===== config.mk =====
export PLATFORM = sky130hd
export DESIGN_NAME = ex_mem_reg
export DESIGN_NICKNAME = d
export VERILOG_FILES = /design/src/rtl/mips_pkg.sv /design/src/rtl/ex_result_mux.sv /design/src/rtl/ex_mem_reg.sv
export SDC_FILE = /design/constraint.sdc
export NUM_CORES = 1
export LEC_CHECK = 0
export BUFFER_PORTS_ARGS = -buffer_cell sky130_fd_sc_hd__buf_2
export CAP_MARGIN = 10
export CORE_MARGIN = 4
export CORE_UTILIZATION = 45
export CTS_BUF_LIST = sky130_fd_sc_hd__clkbuf_8
export CTS_CLUSTER_DIAMETER = 100
export CTS_CLUSTER_SIZE = 20
export DETAILED_ROUTE_END_ITERATION = 10
export PLACE_DENSITY = 0.84
export SYNTH_ARGS = -nofsm -noshare
export SYNTH_HDL_FRONTEND = slang
export SYNTH_SLANG_ARGS = --single-unit

===== constraint.sdc =====
create_clock -name clk -period 2.7 [get_ports clk]
set_input_delay 0.54 -clock clk [delete_from_list [all_inputs] [get_ports clk]]
set_output_delay 0.54 -clock clk [all_outputs]
set_load 0.05 [all_outputs]

===== src/rtl/mips_pkg.sv =====
// Shared pipeline encodings: result-select codes and the hardwired zero register.
package mips_pkg;

  typedef enum logic [1:0] {
    RES_ALU   = 2'b00,
    RES_SHIFT = 2'b01,
    RES_LINK  = 2'b10,
    RES_ZERO  = 2'b11
  } res_sel_e;

  localparam logic [4:0] REG_ZERO = 5'd0;

endpackage


===== src/rtl/ex_result_mux.sv =====
// EX-stage result selection: ALU, barrel shifter, link value or zero.
module ex_result_mux
  import mips_pkg::*;
#(
  parameter int unsigned DATA_W = 32
) (
  input  logic [DATA_W-1:0] alu_result,
  input  logic [DATA_W-1:0] shift_result,
  input  logic [DATA_W-1:0] pc_plus8,
  input  logic [1:0]        res_sel,
  output logic [DATA_W-1:0] result
);

  always_comb begin
    result = '0;
    case (res_sel_e'(res_sel))
      RES_ALU:   result = alu_result;
      RES_SHIFT: result = shift_result;
      RES_LINK:  result = pc_plus8;
      default:   result = '0;
    endcase
  end

endmodule


===== src/rtl/ex_mem_reg.sv =====
// EX/MEM pipeline register with valid/ready handshake, flush, overflow trap,
// forwarding tap and a saturating back-pressure counter.
module ex_mem_reg
  import mips_pkg::*;
#(
  parameter int unsigned DATA_W = 32,
  parameter int unsigned CNT_W  = 16
) (
  input  logic              clk,
  input  logic              rst,
  input  logic              ex_valid,
  input  logic              flush,
  input  logic              mem_ready,
  input  logic [DATA_W-1:0] alu_result,
  input  logic [DATA_W-1:0] shift_result,
  input  logic [DATA_W-1:0] pc_plus8,
  input  logic [1:0]        res_sel,
  input  logic [DATA_W-1:0] store_data,
  input  logic [4:0]        dest_reg,
  input  logic              reg_write,
  input  logic              mem_read,
  input  logic              mem_write,
  input  logic              mem_to_reg,
  input  logic              overflow,
  input  logic              ovf_trap_en,
  output logic              ex_ready,
  output logic              mem_valid,
  output logic [DATA_W-1:0] mem_result,
  output logic [DATA_W-1:0] mem_store_data,
  output logic [4:0]        mem_dest,
  output logic              mem_reg_write,
  output logic              mem_mem_read,
  output logic              mem_mem_write,
  output logic              mem_mem_to_reg,
  output logic              exc_ovf,
  output logic              fwd_valid,
  output logic [4:0]        fwd_reg,
  output logic [DATA_W-1:0] fwd_data,
  output logic [CNT_W-1:0]  stall_cnt
);

  logic              r_valid;
  logic [DATA_W-1:0] r_result;
  logic [DATA_W-1:0] r_store_data;
  logic [4:0]        r_dest;
  logic              r_reg_write;
  logic              r_mem_read;
  logic              r_mem_write;
  logic              r_mem_to_reg;
  logic              r_exc_ovf;
  logic [CNT_W-1:0]  r_stall_cnt;

  logic [DATA_W-1:0] w_result;
  logic              w_ex_ready;
  logic              w_capture;
  logic              w_trap;

  ex_result_mux #(
    .DATA_W(DATA_W)
  ) u_result_mux (
    .alu_result  (alu_result),
    .shift_result(shift_result),
    .pc_plus8    (pc_plus8),
    .res_sel     (res_sel),
    .result      (w_result)
  );

  assign w_ex_ready = !r_valid || mem_ready;
  assign w_capture  = ex_valid && w_ex_ready && !flush;
  assign w_trap     = overflow && ovf_trap_en;

  // Control bits are cleared whenever the entry is invalidated so nothing
  // downstream can observe a stale write/read/trap on an empty slot.
  always_ff @(posedge clk) begin
    if (rst) begin
      r_valid      <= 1'b0;
      r_result     <= '0;
      r_store_data <= '0;
      r_dest       <= '0;
      r_reg_write  <= 1'b0;
      r_mem_read   <= 1'b0;
      r_mem_write  <= 1'b0;
      r_mem_to_reg <= 1'b0;
      r_exc_ovf    <= 1'b0;
      r_stall_cnt  <= '0;
    end else begin
      if (r_valid && !mem_ready && (r_stall_cnt != '1))
        r_stall_cnt <= r_stall_cnt + 1'b1;

      if (flush || (!w_capture && r_valid && mem_ready)) begin
        r_valid     <= 1'b0;
        r_reg_write <= 1'b0;
        r_mem_read  <= 1'b0;
        r_mem_write <= 1'b0;
        r_exc_ovf   <= 1'b0;
      end else if (w_capture) begin
        r_valid      <= 1'b1;
        r_result     <= w_result;
        r_store_data <= store_data;
        r_dest       <= dest_reg;
        r_reg_write  <= reg_write && (dest_reg != REG_ZERO) && !w_trap;
        r_mem_read   <= mem_read && !w_trap;
        r_mem_write  <= mem_write && !w_trap;
        r_mem_to_reg <= mem_to_reg;
        r_exc_ovf    <= w_trap;
      end
    end
  end

  assign ex_ready       = w_ex_ready;
  assign mem_valid      = r_valid;
  assign mem_result     = r_result;
  assign mem_store_data = r_store_data;
  assign mem_dest       = r_dest;
  assign mem_reg_write  = r_reg_write;
  assign mem_mem_read   = r_mem_read;
  assign mem_mem_write  = r_mem_write;
  assign mem_mem_to_reg = r_mem_to_reg;
  assign exc_ovf        = r_exc_ovf;
  assign fwd_valid      = r_valid && r_reg_write && !r_mem_read;
  assign fwd_reg        = r_dest;
  assign fwd_data       = r_result;
  assign stall_cnt      = r_stall_cnt;

endmodule

==> summary.txt, run 1 <==
number of port buffers: 275
DRC viols: 0
Syn Area/Cell: 7.90 sq um
clock buffer count from CTS: 9
buffers and inverters on the worst path: 1
most frequent cells in the layout: buf_2, nand2_1, dfxtp_1
commonest non-fill, non-tap cell in the layout: buf_2
root buf cell: clkbuf_8
unique cell type count in the Yosys netlist: 49
RSZ-0062 raised after global routing: false
final core utilization: 60.3%
drt initial violations: 319
critical path launch point type: flip-flop
register area share after synthesis: 40.7%
Final Max Slew Viols: 0
Worst Tran Pin Value: 590 ps
Synth Cell Area: 4480 sq um
Switching Fraction: 35.7%
Post-CTS Setup Bufs: 0
Area growth syn-to-layout: 30.9%
Psw: 1.11 mW
die area: 11600 sq um
via count: 4735
largest net degree at the start of global routing: 54
Pint: 2.00 mW
Seq. cell area: 1820 sq um
initial antenna violation count: 0
setup_tns: 0 ps
first-pass GRT wire length: 21200 microns
vias in the first global route: 4386
crit end category: flip-flop
number of synthesized flops with an enable pin: 0
post-layout min period: 1940 ps
Bufs on Longest Clock Path: 2
Relative slew margins: 60.5%
# diodes: 0
critical path required time: 2940 ps
Leakage: 2.87 nW
status: finished, final reports clean
Skew-Pair Late Insertion Delay: 360 ps
Flop pwr share: 46.5%
Final Hold Violating Endpoints: 0
Mapped Cells: 567
VDD IR max: 0.242 mV
Multi-input gate area: 2190 sq um
clock tree sinks: 91
total chip power: 3.11 mW
maxcap violations: 0
Core Box Area: 9730 sq um
hold buffers post-CTS: 0
CP peak stage delay: 510 ps
Clock Power Share: 27.9%
Tcrit/Tclk final: 71.7%
#FFs+latches synth: 91
fin worst setup slack: 764 ps
DP Wirelength: 10600 microns
PwrDens: 530 nW/um^2
Die W: 108 microns
total grt overflow: 0
# IOs: 276
via density per instance: 5.11
H-tree levels: 3
YS warnings: 0
Filler cells: 908
worst-path fanout max: 9
final setup fails: 0
critical path cell sequence: nand4_1, nor3b_2, buf_4, nor2_1, a311o_1
part of the power in combinational logic: 25.6%
Nets: 936
GPL Wtd Cong: 0.812
asr flop ratio synth: 0%
Wirelength per Cell: 14.8 microns
pre-CTS WS: 574 ps
ANT nets after route: 0
post-cts sizing count: 0
total global-route track usage: 22.8%
Die Span Y: 108 microns
Clock Skew: 13.5 ps
share of post-route cells with drive strength above 1: 39.5%
fmax: 516 MHz
syn_nets: 714
row count: 36
Critical Path AT: 2170 ps
worst hold slack: 407 ps
CP max stage cell: dfxtp_1
First-pass DRT Iterations: 4
DRT Wirelength: 13800 microns
class of the worst hold path: primary input to flip-flop
TritonCTS clock tree: yes
critical path type: flip-flop to flip-flop
clock-pin slew on the worst setup and hold paths: 100 ps
ys flop type: dfxtp_1
Initial Utilization: 46.1%
kind of cell adding the most delay to the critical path: simple AND/OR/NAND/NOR gates
## layer usage
layer	global-route usage (%)	share of wire [%]	vias to the layer above
met3	3.42	7.6	21
met5	0	0	-
met2	38.9	49	220
li1	-	-	2354
met4	9.11	1.9	0
met1	28.8	41	2140
## worst reg2reg max path: cells and delay by family, from the launching register on
kind                   cells  cell delay (ps)
AND/OR/NAND/NOR            3              780
flip-flops                 1              510
AO/OA/AOI/OAI              1              310
buffers and inverters      1              230
## power groups by stage
| stage | Sequential, mW | Clock [mW] | Combinational (mW) |
|---|---|---|---|
| floorplan | 1.68 | 0 | 0.385 |
| global placement | 1.48 | 0 | 0.792 |
| detailed placement | 1.48 | 0 | 0.798 |
| CTS | 1.45 | 0.898 | 0.799 |
| global route | 1.46 | 0.950 | 0.853 |
| finish | 1.45 | 0.867 | 0.795 |
## synthesized netlist by cell type (all sizes together) (2+ instances only)
cell    number  share of area [%]
o311ai       2               0.39
nand2       97                8.1
o21ai        3               0.34
and4         2               0.45
buf         60                8.9
and2         3               0.42
mux2         3               0.84
o31ai        2               0.34
mux2i       32                7.1
nor3        38                4.2
nor2b        9                1.3
inv          4               0.34
nand4        4               0.89
dfxtp       91                 41
clkbuf      17                1.4
a31oi        2               0.28
a311oi       2               0.39
nor2        78                6.5
a21oi       49                5.6
or3          2               0.28
nand3       11                1.2
a211oi      37                6.3
and3         2               0.28
## final timing paths
check / start / to / slack (ps) / depth (start not counted)
hold / removal: mem_to_reg / mem_mem_to_reg / 410 / 3
setup / recovery: stall_cnt[2] / stall_cnt[1] / 760 / 5
hold reg to reg: exc_ovf / exc_ovf / 450 / 2
setup reg to reg: stall_cnt[2] / stall_cnt[1] / 760 / 5
## kinds of logic after synthesis
logic type / count (synthesis) / share of synthesized area (%)
DFF: 91 / 40.7
and+or+nand+nor: 254 / 25.3
AOI/OAI and AO/OA: 105 / 15.1
muxes: 35 / 7.99
buffers and inverters: 81 / 10.6
adders and majority gates: 1 / 0.279
## metrics by stage
| stage | std cells | cell area [sq um] |
|---|---|---|
| 6_report | 927 | 5870 |
| 5_1_grt | 927 | 5870 |
| 4_1_cts | 927 | 5870 |
| 3_5_place_dp | 911 | 5680 |
| 3_3_place_gp | 911 | 5680 |
| 2_1_floorplan | 567 | 4480 |
## cell type report
class                      instances  share of cell area, %
multi-input combinational        395                   37.3
sequential                        91                   31.1
timing repair buffer             288                   25.3
tap                              133                   2.84
clock buffer                      10                   2.35
clock inverter                     6                  0.832
inverter                           4                  0.256
Power figures use the tool's default switching activity.
==> run 2, diff against run 1 <==
--- a/config.mk
+++ b/config.mk
@@ -5,15 +5,16 @@
 export SDC_FILE = /design/constraint.sdc
 export NUM_CORES = 1
 export LEC_CHECK = 0
+export ABC_AREA = 1
 export BUFFER_PORTS_ARGS = -buffer_cell sky130_fd_sc_hd__buf_2
 export CAP_MARGIN = 10
 export CORE_MARGIN = 4
-export CORE_UTILIZATION = 45
+export CORE_UTILIZATION = 40
 export CTS_BUF_LIST = sky130_fd_sc_hd__clkbuf_8
 export CTS_CLUSTER_DIAMETER = 100
 export CTS_CLUSTER_SIZE = 20
 export DETAILED_ROUTE_END_ITERATION = 10
-export PLACE_DENSITY = 0.84
+export PLACE_DENSITY = 0.8
 export SYNTH_ARGS = -nofsm -noshare
 export SYNTH_HDL_FRONTEND = slang
 export SYNTH_SLANG_ARGS = --single-unit
==> constraint.sdc (replaced) <==
create_clock -name clk -period 1.7 [get_ports clk]
set_input_delay 0.34 -clock clk [delete_from_list [all_inputs] [get_ports clk]]
set_output_delay 0.34 -clock clk [all_outputs]
set_load 0.05 [all_outputs]
==> run 2 against run 1 <==
Die area grew 10%. Critical endpoint is now stall_cnt[13]. Global-route usage shrank 2.3 points. Clock power is 75% higher. Clock skew fell by 3.7 ps.
==> summary.txt, run 2 <==
hold buffers post-CTS: 0
initial antenna violation count: 1
Skew-Pair Late Insertion Delay: 360 ps
H-tree levels: 3
clock buffer count from CTS: 9
Final Max Slew Viols: 0
placed cell count: 1011
commonest non-fill, non-tap cell in the layout: buf_2
YS warnings: 0
Area growth syn-to-layout: 33.8%
asr flop ratio synth: 0%
vias in the first global route: 4420
Syn Area/Cell: 6.77 sq um
# IOs: 276
synth top area cells: dfxtp_1, nand2_1, nor2_1
#FFs+latches synth: 91
clock tree sinks: 91
ys flop type: dfxtp_1
ANT nets after route: 0
non-filler cells, final: 1028
commonest cells in the netlist: nand2_1, nor2_1, dfxtp_1
Die Span Y: 113 microns
drt initial violations: 302
Nets: 1029
Final Hold Violating Endpoints: 0
TritonCTS clock tree: yes
critical path type: flip-flop to flip-flop
final setup fails: 0
worst-path fanout max: 17
VDD IR max: 0.543 mV
Mapped Cells: 654
share of post-route cells with drive strength above 1: 37.5%
most frequent cells in the layout: buf_2, nand2_1, nor2_1
post-layout min period: 1530 ps
post-synth top area share: 41.1%
RSZ-0062 raised after global routing: false
crit end category: flip-flop
DRC viols: 0
critical path launch point type: flip-flop
root buf cell: clkbuf_8
Core Box Area: 10800 sq um
number of port buffers: 275
Leakage: 2.99 nW
Synth Cell Area: 4430 sq um
Bufs on Longest Clock Path: 2
PwrDens: 846 nW/um^2
row count: 38
DRT Wirelength: 13600 microns
Worst R2R Path Depth: 9
class of the worst hold path: primary input to flip-flop
via density per instance: 4.68
total global-route track usage: 20.5%
clock-pin slew on the worst setup and hold paths: 100 ps
Wirelength per Cell: 13.2 microns
final core utilization: 54.7%
first-pass GRT wire length: 21600 microns
critical path required time: 1960 ps
unique cell type count in the Yosys netlist: 25
register area share after synthesis: 41.1%
Clock Skew: 9.74 ps
Finished Cell Area: 5920 sq um
maxcap violations: 0
status: finished, final reports clean
DP Area: 5720 sq um
fmax: 654 MHz
largest net degree at the start of global routing: 43
Post-CTS Setup Bufs: 0
Die W: 113 microns
Tcrit/Tclk final: 90.0%
GPL Wtd Cong: 0.868
Relative slew margins: 68.6%
count leader, synth: nand2_1
pre-CTS WS: 183 ps
post-cts sizing count: 0
fin worst setup slack: 171 ps
Worst Tran Pin Value: 471 ps
die area: 12800 sq um
Initial Utilization: 40.8%
setup_tns: 0 ps
syn_nets: 801
total grt overflow: 0
Hold Crit Depth: 3
cell taking the most area after synthesis: dfxtp_1
Critical Path AT: 1790 ps
via count: 4811
DP Wirelength: 10500 microns
First-pass DRT Iterations: 4
number of synthesized flops with an enable pin: 0
run 2: cell count changes in the layout (fill, tap and decap cells not counted), moves of 9 or more:
cell,change
nor2_2,+9
nor2_1,+15
mux2i_1,-32
a211oi_1,-36
nand2_1,+113
nand3_1,+35
nor3_1,-37
inv_1,+15
o21ai_0,+38
run 2: area by class of cell:
cell class              instances  area, sq um
diodes                          1         2.50
clock buffers                   9          124
clock inverters                 7         82.6
fillers                      1093         4920
inverters                      20         75.1
multi-input cells             471         2080
flip-flops and latches         91         1830
well taps                     140          175
repair buffers                289         1560
run 2: through the flow:
stage	total power, mW	hold WS, ps
after floorplan	3.19	488
after global placement	3.53	447
after CTS	5.08	198
after global routing	5.29	214
final	5.01	222
after detailed placement	3.54	458
run 2: layer usage:
| layer | part of all wire, % | vias up | wire, microns | track usage [%] |
|---|---|---|---|---|
| met5 | 0 | - | 0 | 0 |
| met2 | 49 | 157 | 6690 | 33.7 |
| met1 | 43 | 2142 | 5770 | 27.1 |
| li1 | - | 2502 | - | - |
| met4 | 1.2 | 0 | 159 | 4.97 |
| met3 | 7.0 | 10 | 951 | 5.35 |
run 2: worst max-delay path: stages (launching register included):
cell and delay, ps:
dfxtp_2 350, ha_1 260, inv_1 80, nor2_2 40, nand2_2 90, nor2_2 60, nor2_4 310, nand3_1 120
nand2_1 80, nor2_1 40
run 2: logic make-up after synthesis:
group                      after synthesis  share of synthesized area, %
and+or+nand+nor                        371                          33.9
AOI/OAI and AO/OA                       93                          11.4
buffers and inverters                   92                          12.1
DFF                                     91                          41.1
xor gates and xnor gates                 6                          1.19
adders and majority gates                1                         0.283
run 2: final timing paths:
check,start,to,slack (ps)
worst max-delay path,stall_cnt[0],stall_cnt[13],170
worst min-delay path,store_data[9],mem_store_data[9],220
worst max register to register,stall_cnt[0],stall_cnt[13],170
worst min register to register,exc_ovf,exc_ovf,470
run 2: power breakdown:
group / leakage, nW / switching (mW) / internal (mW)
registers: 0.745 / 0.0626 / 2.23
logic: 2.15 / 0.840 / 0.357
clock network: 0.0988 / 0.817 / 0.706
total: 2.99 / 1.72 / 3.29
